$ cat src/rtl/full_adder_64_pkg.sv
// Shared constants for the registered 64-bit lookahead adder.
// Width default and lookahead group size.
package full_adder_64_pkg;

  localparam int FA_WIDTH = 64;
  localparam int FA_GROUP = 4;

endpackage

$ cat src/rtl/full_adder_64_cla4.sv
// 4-bit carry-lookahead adder group.
// Also exports the carry into bit 3 so the top can form overflow.
module full_adder_64_cla4
  import full_adder_64_pkg::*;
(
  input  logic [FA_GROUP-1:0] a_i,
  input  logic [FA_GROUP-1:0] b_i,
  input  logic                cin_i,
  output logic [FA_GROUP-1:0] s_o,
  output logic                cout_o,
  output logic                c3_o
);

  logic [3:0] g;
  logic [3:0] p;
  logic [4:0] c;

  assign g = a_i & b_i;
  assign p = a_i ^ b_i;

  assign c[0] = cin_i;
  assign c[1] = g[0] | (p[0] & c[0]);
  assign c[2] = g[1] | (p[1] & g[0])
              | (p[1] & p[0] & c[0]);
  assign c[3] = g[2] | (p[2] & g[1])
              | (p[2] & p[1] & g[0])
              | (p[2] & p[1] & p[0] & c[0]);
  assign c[4] = g[3] | (p[3] & g[2])
              | (p[3] & p[2] & g[1])
              | (p[3] & p[2] & p[1] & g[0])
              | (p[3] & p[2] & p[1] & p[0] & c[0]);

  assign s_o    = p ^ c[3:0];
  assign cout_o = c[4];
  assign c3_o   = c[3];

endmodule

$ cat src/rtl/full_adder_64.sv
// Registered adder: WIDTH/4 lookahead groups with rippled group
// carries, followed by one output register stage.
module full_adder_64
  import full_adder_64_pkg::*;
#(
  parameter int WIDTH = FA_WIDTH
) (
  input  logic             Clock,
  input  logic             Reset,
  input  logic [WIDTH-1:0] X,
  input  logic [WIDTH-1:0] Y,
  input  logic             CarryIn,
  output logic [WIDTH-1:0] Sum,
  output logic             CarryOut,
  output logic             Overflow
);

  localparam int NG = WIDTH / FA_GROUP;

  logic [NG:0]      gc;
  logic [NG-1:0]    c3;
  logic [WIDTH-1:0] sum_d;
  logic [WIDTH-1:0] sum_q;
  logic             co_d;
  logic             co_q;
  logic             ov_d;
  logic             ov_q;
  logic             unused_c3;

  assign gc[0] = CarryIn;

  for (genvar gi = 0; gi < NG; gi++) begin : g_grp
    full_adder_64_cla4 u_cla4 (
      .a_i    (X[gi*FA_GROUP +: FA_GROUP]),
      .b_i    (Y[gi*FA_GROUP +: FA_GROUP]),
      .cin_i  (gc[gi]),
      .s_o    (sum_d[gi*FA_GROUP +: FA_GROUP]),
      .cout_o (gc[gi+1]),
      .c3_o   (c3[gi])
    );
  end

  // Only the top group's bit-3 carry feeds overflow.
  assign unused_c3 = ^c3;

  assign co_d = gc[NG];
  assign ov_d = c3[NG-1] ^ gc[NG];

  always_ff @(posedge Clock) begin
    if (Reset) begin
      sum_q <= '0;
      co_q  <= 1'b0;
      ov_q  <= 1'b0;
    end else begin
      sum_q <= sum_d;
      co_q  <= co_d;
      ov_q  <= ov_d;
    end
  end

  assign Sum      = sum_q;
  assign CarryOut = co_q;
  assign Overflow = ov_q;

endmodule

$ cat config.mk
export PLATFORM = sky130hd
export DESIGN_NAME = full_adder_64
export DESIGN_NICKNAME = d
export VERILOG_FILES = /design/src/rtl/full_adder_64_pkg.sv /design/src/rtl/full_adder_64_cla4.sv /design/src/rtl/full_adder_64.sv
export SDC_FILE = /design/constraint.sdc
export NUM_CORES = 1
export LEC_CHECK = 0
export CAP_MARGIN = 20
export CORE_UTILIZATION = 32
export DETAILED_ROUTE_END_ITERATION = 6
export GPL_ROUTABILITY_DRIVEN = 0
export PLACE_DENSITY_LB_ADDON = 0.05
export SYNTH_ARGS = -nofsm -noshare
export SYNTH_HDL_FRONTEND = slang
export SYNTH_SLANG_ARGS = --single-unit
$ cat constraint.sdc
create_clock -name Clock -period 3.81 [get_ports Clock]
set_input_delay 1.143 -clock Clock [delete_from_list [all_inputs] [get_ports Clock]]
set_output_delay 1.143 -clock Clock [all_outputs]
set_load 0.005 [all_outputs]
# After elaboration in Yosys (flattened, before gate mapping)
# Index checks and enable logic that the tools add are counted.
# word_totals
inputBits,131
word_cells,468
regBits,66
# classes
n_bitwise,465
# ops
cell,n
bitwise AND 1 bit,256
OR 1 bit,160
XOR 4 bit,32
bitwise AND 4 bit,16
XOR 1 bit,1

# Longest topological paths before layout
# depth
ltp_word,37
ltp_mapped,13
mapped_depth_nobuf,13

# By module
# Synthesis repeated with hierarchy kept, for this count alone.
# hier_totals
cells_unflattened,372
area_unflattened_um2,4075.2
# modules_own_cells
mod,instances,cells_each,seq_area_each_um2,area_each_um2
full_adder_64_cla4 (g_grp[11].u_cla4 ...),14,14,0.0,140.1
full_adder_64,1,140,1321.3,1803.0
full_adder_64_cla4 (g_grp[0].u_cla4 ...),2,18,0.0,155.1

# Least setup slack after synthesis
# No wires, ideal clock.
# synth_path
path_type,input -> register
start,input X[17]
end,"register sum_q[61], in the netlist Sum[61]"
path_slack_ns,-0.166
path_stages,13
t_required_ns,3.682
setup_time_ns,0.128
arrival_time_ns,3.848
cell_sequence,ha_1 > a21o_1 > a21o_1 > a221oi_2 > o21a_4 > inv_4 > a211oi_4 > a21oi_2 > a311o_2 > a21o_2 > fa_1 > xnor2_1 > nor2_1
# synth_via
elab_chain_len,28
elab_cells_between_ends,33
# synth_lines
item,line_no,rtl
start: declaration,full_adder_64.sv:10,"input logic [WIDTH-1:0] X,"
bitwise AND 4 bit / XOR 4 bit (equally long branches),"full_adder_64_cla4.sv:18, full_adder_64_cla4.sv:19",
"bitwise AND 1 bit, on equally long branches","full_adder_64_cla4.sv:29, full_adder_64_cla4.sv:30, full_adder_64_cla4.sv:31",
OR 1 bit (tied with other cells),full_adder_64_cla4.sv:29,| (p[3] & p[2] & g[1])
OR 1 bit / bitwise AND 1 bit (equally long branches),"full_adder_64_cla4.sv:30, full_adder_64_cla4.sv:31",
OR 1 bit (*),full_adder_64_cla4.sv:31,| (p[3] & p[2] & p[1] & p[0] & c[0]);
bitwise AND 1 bit (*),full_adder_64_cla4.sv:31,
OR 1 bit (*),full_adder_64_cla4.sv:31,
bitwise AND 1 bit (*),full_adder_64_cla4.sv:31,
(+12 left out),--,
OR 1 bit (*),full_adder_64_cla4.sv:31,
bitwise AND 1 bit (*),full_adder_64_cla4.sv:31,
OR 1 bit (*),full_adder_64_cla4.sv:31,
bitwise AND 1 bit (*),full_adder_64_cla4.sv:31,
OR 1 bit (*),full_adder_64_cla4.sv:31,
bitwise AND 1 bit (*),full_adder_64_cla4.sv:22,assign c[1] = g[0] | (p[0] & c[0]);
OR 1 bit (*),full_adder_64_cla4.sv:22,
XOR 4 bit (*),full_adder_64_cla4.sv:33,assign s_o = p ^ c[3:0];
end signal: assignment,full_adder_64.sv:55,sum_q <= sum_d;
end: declaration,full_adder_64.sv:23,logic [WIDTH-1:0] sum_q;
# Every way passes the cells marked *; elsewhere a longest branch is shown, timed or not.
# A chain may end at the register's enable or synchronous reset.

# Worst setup path in the final report
# layout_path
start,input X[40]
end,"register sum_q[61], in the netlist Sum[61]"
# layout_via
elab_chain_len,15
elab_cells_between_ends,18
# layout_lines
item,line_no
bitwise AND 4 bit / XOR 4 bit (equally long branches),"full_adder_64_cla4.sv:18, full_adder_64_cla4.sv:19"
"bitwise AND 1 bit, on equally long branches","full_adder_64_cla4.sv:30, full_adder_64_cla4.sv:31"
OR 1 bit / bitwise AND 1 bit (equally long branches),"full_adder_64_cla4.sv:30, full_adder_64_cla4.sv:31"
OR 1 bit (*),full_adder_64_cla4.sv:31
bitwise AND 1 bit (*),full_adder_64_cla4.sv:31
OR 1 bit (*),full_adder_64_cla4.sv:31
bitwise AND 1 bit (*),full_adder_64_cla4.sv:31
OR 1 bit (*),full_adder_64_cla4.sv:31
bitwise AND 1 bit (*),full_adder_64_cla4.sv:31
OR 1 bit (*),full_adder_64_cla4.sv:31
bitwise AND 1 bit (*),full_adder_64_cla4.sv:31
OR 1 bit (*),full_adder_64_cla4.sv:31
bitwise AND 1 bit (*),full_adder_64_cla4.sv:22
OR 1 bit (*),full_adder_64_cla4.sv:22
XOR 4 bit (*),full_adder_64_cla4.sv:33
# Marked as above.

==> results.py <==
metrics = {
    "layout": {
        "finish.utilization": 0.651,
        "final_net_count": 1064,
        "fraction_of_final_layout_cells_sized_beyond_drive_strength_1": 0.365,
        "syn2layout_area_growth_pct": 97.1,
        "final-instance-count-excl-fill": 1038,
    },
    "yosys": {
        "synth_top_family_by_area": "adder cells",
        "synth.avg_cell_area_um2": 9.41,
        "synth.ff_latch_count": 66,
        "netlist_top_cells_area": "sky130_fd_sc_hd__dfxtp_1 (29%), sky130_fd_sc_hd__ha_1 (17%), sky130_fd_sc_hd__fa_1 (7.0%), sky130_fd_sc_hd__xnor2_1 (5.0%), sky130_fd_sc_hd__nor2_1 (4.5%)",
        "netlist_area_um2": 4600,
        "yosys.area_share.xor_xnor": 0.0590,
        "net_count_after_synthesis": 700,
        "synth-async-reset-ratio": 0,
        "synth-warning-count": 0,
        "ys_seq_area_frac": 0.287,
        "synth_edf_count": 0,
        "muxShareOfSynthArea": 0.0299,
        "yosys_most_used_dff": "sky130_fd_sc_hd__dfxtp_1",
        "synthSimpleGateAreaFrac": 0.165,
        "synth_adder_area_share": 0.244,
        "count_of_distinct_cell_types_in_the_synthesized_netlist": 57,
        "syn_inst": 489,
        "synth_largest_area_cell": "sky130_fd_sc_hd__dfxtp_1",
        "synth_top_cell_area_share": 0.287,
        "synth_compound_gate_area_share": 0.200,
    },
    "global_routing": {
        "number_of_antenna_violations_at_the_first_check_in_global_routing": 2,
        "grt_overflow": 0,
        "global_route.usage.total": 0.201,
        "first_global_vias": 5035,
        "grt_max_degree": 48,
        "grt_pass1_wl_um": 23100,
    },
    "placement": {
        "dpl_wire_length_um": 10900,
        "dp_cells": 988,
        "placement.io_buffers": 196,
    },
    "sta": {
        "timing.final.max_slew_violations": 0,
        "worst_slew_pin_slew_ps": 528,
        "fin_hold_ws_ps": 1220,
        "final_clock_period_utilization_by_the_worst_path": 0.977,
        "worst_slew_margin_rel": 0.648,
        "totalNegativeSetupSlack_ps": 0,
        "final_period_minus_worst_setup_slack_ps": 3720,
        "timing.final.hold_violations": 0,
        "setup_viol": 0,
        "timing.fmax_mhz": 269,
    },
    "hold_path": {
        "hold_class": "in2reg",
        "hold_end": "Sum[0]",
        "hold_start": "X[0]",
        "hold_depth": 4,
    },
    "power": {
        "power_leakage_nw": 4.01,
        "cellPowerDensity_nw_per_um2": 319,
        "irDropWorstVdd_v": 0.000196,
    },
    "drt": {
        "drt_drc_violations_left": 0,
        "vias": 4979,
        "drt_wl_total_um": 15100,
        "met2_wirelength_um": 7580,
        "first_iteration_detailed_routing_drc_count": 142,
        "drt_pre_antenna_iters": 4,
        "route.layer.met1.wl_um": 6240,
        "drt-vias-per-instance": 4.80,
        "route.met3.wl_um": 918,
        "antenna_violating_nets_post_route": 0,
        "top_layer_used": "met5",
        "wl_per_cell_um": 14.5,
    },
    "outcome": {
        "outcome": "complete, no violations",
    },
    "floorplanning": {
        "floorplan.io_pins": 197,
        "start_util": 0.330,
        "die_w_um": 122,
        "die_y_um": 122,
        "die_outline_area_um2": 14900,
        "coreArea_um2": 13900,
        "num_rows": 43,
    },
    "cts": {
        "cts.path.max_buffers": 2,
        "htree_levels": 3,
        "path_clk_slew_ps": 60,
        "holdBufCountCts": 0,
        "clock-sinks": 66,
        "numCtsBuffers": 9,
        "cts_tree": "built",
        "cts.root.buffer_cell": "sky130_fd_sc_hd__clkbuf_16",
    },
    "critical_path": {
        "crit_fanout": 3,
        "critical_path_data_arrival_time_ps": 3930,
        "critical_path.startpoint_type": "input port",
        "cp-end-kind": "register",
        "critical_path_required_ps": 4020,
        "criticalPathCategory": "in2reg",
    },
    "run": {
        "max_cap_violations": 0,
    },
}
[routing by layer]
metal  track usage  up-vias
met4        0.0818        2
met2         0.362      141
met3        0.0482       25
met5             0        -
li1              -     2491
met1         0.224     2320
[worst max-delay path by stage]
stage               to  slack (ps)   from  cells past startpoint
6_report       Sum[61]          90  X[40]                     13
5_1_grt        Sum[60]         -20  Y[13]                     14
4_1_cts        Sum[60]         0.6  X[14]                     13
3_5_place_dp   Sum[60]        -740   X[0]                     13
3_3_place_gp   Sum[60]        -690   X[0]                     13
2_1_floorplan  Sum[60]         -20   X[0]                     12
[through the flow]
| stage | power [mW] | worst slack (ps) | area [µm²] |
|---|---|---|---|
| CTS | 2.85 | 0.564 | 8760 |
| global route | 3.06 | -15.7 | 9070 |
| finish | 2.90 | 87.7 | 9070 |
| global placement | 1.89 | -692 | 7890 |
| floorplan | 1.30 | -22.3 | 4740 |
| detailed placement | 1.91 | -743 | 7890 |
[what timing repair did]
item | CTS | global route
resized for setup | 167 | 77
pin swaps | 67 | 61
endpoints found under the hold margin | 0 | 0
setup endpoints to repair | 12 | 10
setup buffers | 26 | 8
[logic make-up (layout without fill, tap and decap cells)]
logic type                 Yosys count  after routing
adders and majority gates           80             80
buffers and inverters               18            386
DFF                                 66             66
xor gates and xnor gates            31             31
other                                0              1
AOI/OAI and AO/OA                  130            130
muxes                               12             12
and+or+nand+nor                    152            152
[cells in the mapped netlist, types with 2 or more instances]
library cell / instances
sky130_fd_sc_hd__o21a_1: 8
sky130_fd_sc_hd__a21o_2: 4
sky130_fd_sc_hd__and4_1: 2
sky130_fd_sc_hd__a21oi_1: 36
sky130_fd_sc_hd__and3_1: 2
sky130_fd_sc_hd__a31o_2: 2
sky130_fd_sc_hd__and2_1: 4
sky130_fd_sc_hd__nor3b_1: 2
sky130_fd_sc_hd__nand2b_1: 7
sky130_fd_sc_hd__a221oi_2: 3
sky130_fd_sc_hd__nand3_1: 10
sky130_fd_sc_hd__o21ai_0: 17
sky130_fd_sc_hd__nand4_1: 7
sky130_fd_sc_hd__ha_1: 64
sky130_fd_sc_hd__nor2_1: 55
sky130_fd_sc_hd__o21bai_1: 3
sky130_fd_sc_hd__a31oi_1: 6
sky130_fd_sc_hd__o21ai_1: 2
sky130_fd_sc_hd__clkbuf_1: 7
sky130_fd_sc_hd__o211ai_1: 4
sky130_fd_sc_hd__dfxtp_1: 66
sky130_fd_sc_hd__xor2_1: 5
sky130_fd_sc_hd__a21o_1: 22
sky130_fd_sc_hd__o31ai_1: 2
sky130_fd_sc_hd__a211oi_1: 4
sky130_fd_sc_hd__nor3_1: 8
sky130_fd_sc_hd__xnor2_1: 26
sky130_fd_sc_hd__a211oi_2: 3
sky130_fd_sc_hd__mux2_2: 10
sky130_fd_sc_hd__inv_1: 9
sky130_fd_sc_hd__fa_1: 16
sky130_fd_sc_hd__nor2b_1: 29
sky130_fd_sc_hd__nand2_1: 20
[cell usage in the layout (no fill, tap or decap), types with 9 or more instances in the layout]
cell type                         synthesis  routed
sky130_fd_sc_hd__a21o_1                  22      22
sky130_fd_sc_hd__a21oi_1                 36      21
sky130_fd_sc_hd__buf_4                    0     163
sky130_fd_sc_hd__clkbuf_16                0       9
sky130_fd_sc_hd__clkbuf_2                 0      11
sky130_fd_sc_hd__clkdlybuf4s15_1          0      12
sky130_fd_sc_hd__clkdlybuf4s50_1          0     101
sky130_fd_sc_hd__dfxtp_1                 66      66
sky130_fd_sc_hd__dlygate4sd2_1            0      52
sky130_fd_sc_hd__dlymetal6s2s_1           0      15
sky130_fd_sc_hd__fa_1                    16      15
sky130_fd_sc_hd__ha_1                    64      20
sky130_fd_sc_hd__ha_4                     0      39
sky130_fd_sc_hd__inv_1                    9       9
sky130_fd_sc_hd__mux2_2                  10      10
sky130_fd_sc_hd__nand2_1                 20      15
sky130_fd_sc_hd__nor2_1                  55      55
sky130_fd_sc_hd__nor2b_1                 29      29
sky130_fd_sc_hd__o21ai_0                 17      11
sky130_fd_sc_hd__xnor2_1                 26      26
[layout make-up]
cell class | instances | area, µm²
Inverter | 10 | 40.0
Timing Repair Buffer | 361 | 3120
Clock buffer | 12 | 246
Tap cell | 180 | 225
Antenna cell | 1 | 2.50
Multi-Input combinational cell | 405 | 4070
Sequential cell | 66 | 1320
Clock inverter | 3 | 40.0
Fill cell | 1159 | 4870
[power breakdown]
group	switching [mW]	leakage [nW]	internal, mW	total, mW
clock	0.319	0.142	0.519	0.838
sequential	0.0268	0.550	0.786	0.813
combinational	0.493	3.32	0.752	1.24
[worst max-delay path, stage by stage]
cell	delay, ps
sky130_fd_sc_hd__clkdlybuf4s50_1	430
sky130_fd_sc_hd__ha_2	200
sky130_fd_sc_hd__a21oi_4	160
sky130_fd_sc_hd__o21ai_4	90
sky130_fd_sc_hd__a21o_1	180
sky130_fd_sc_hd__a21o_4	230
sky130_fd_sc_hd__a211oi_4	250
sky130_fd_sc_hd__a21oi_2	90
sky130_fd_sc_hd__a311o_2	380
sky130_fd_sc_hd__a21o_2	210
sky130_fd_sc_hd__fa_2	350
sky130_fd_sc_hd__xnor2_1	160
sky130_fd_sc_hd__nor2_1	50
[sequential cells by signal, indices dropped and copies added (netlist names)]
| signal | flops |
|---|---|
| Overflow | 1 |
| Sum | 64 |
| CarryOut | 1 |
Power figures use the tool's default switching activity.
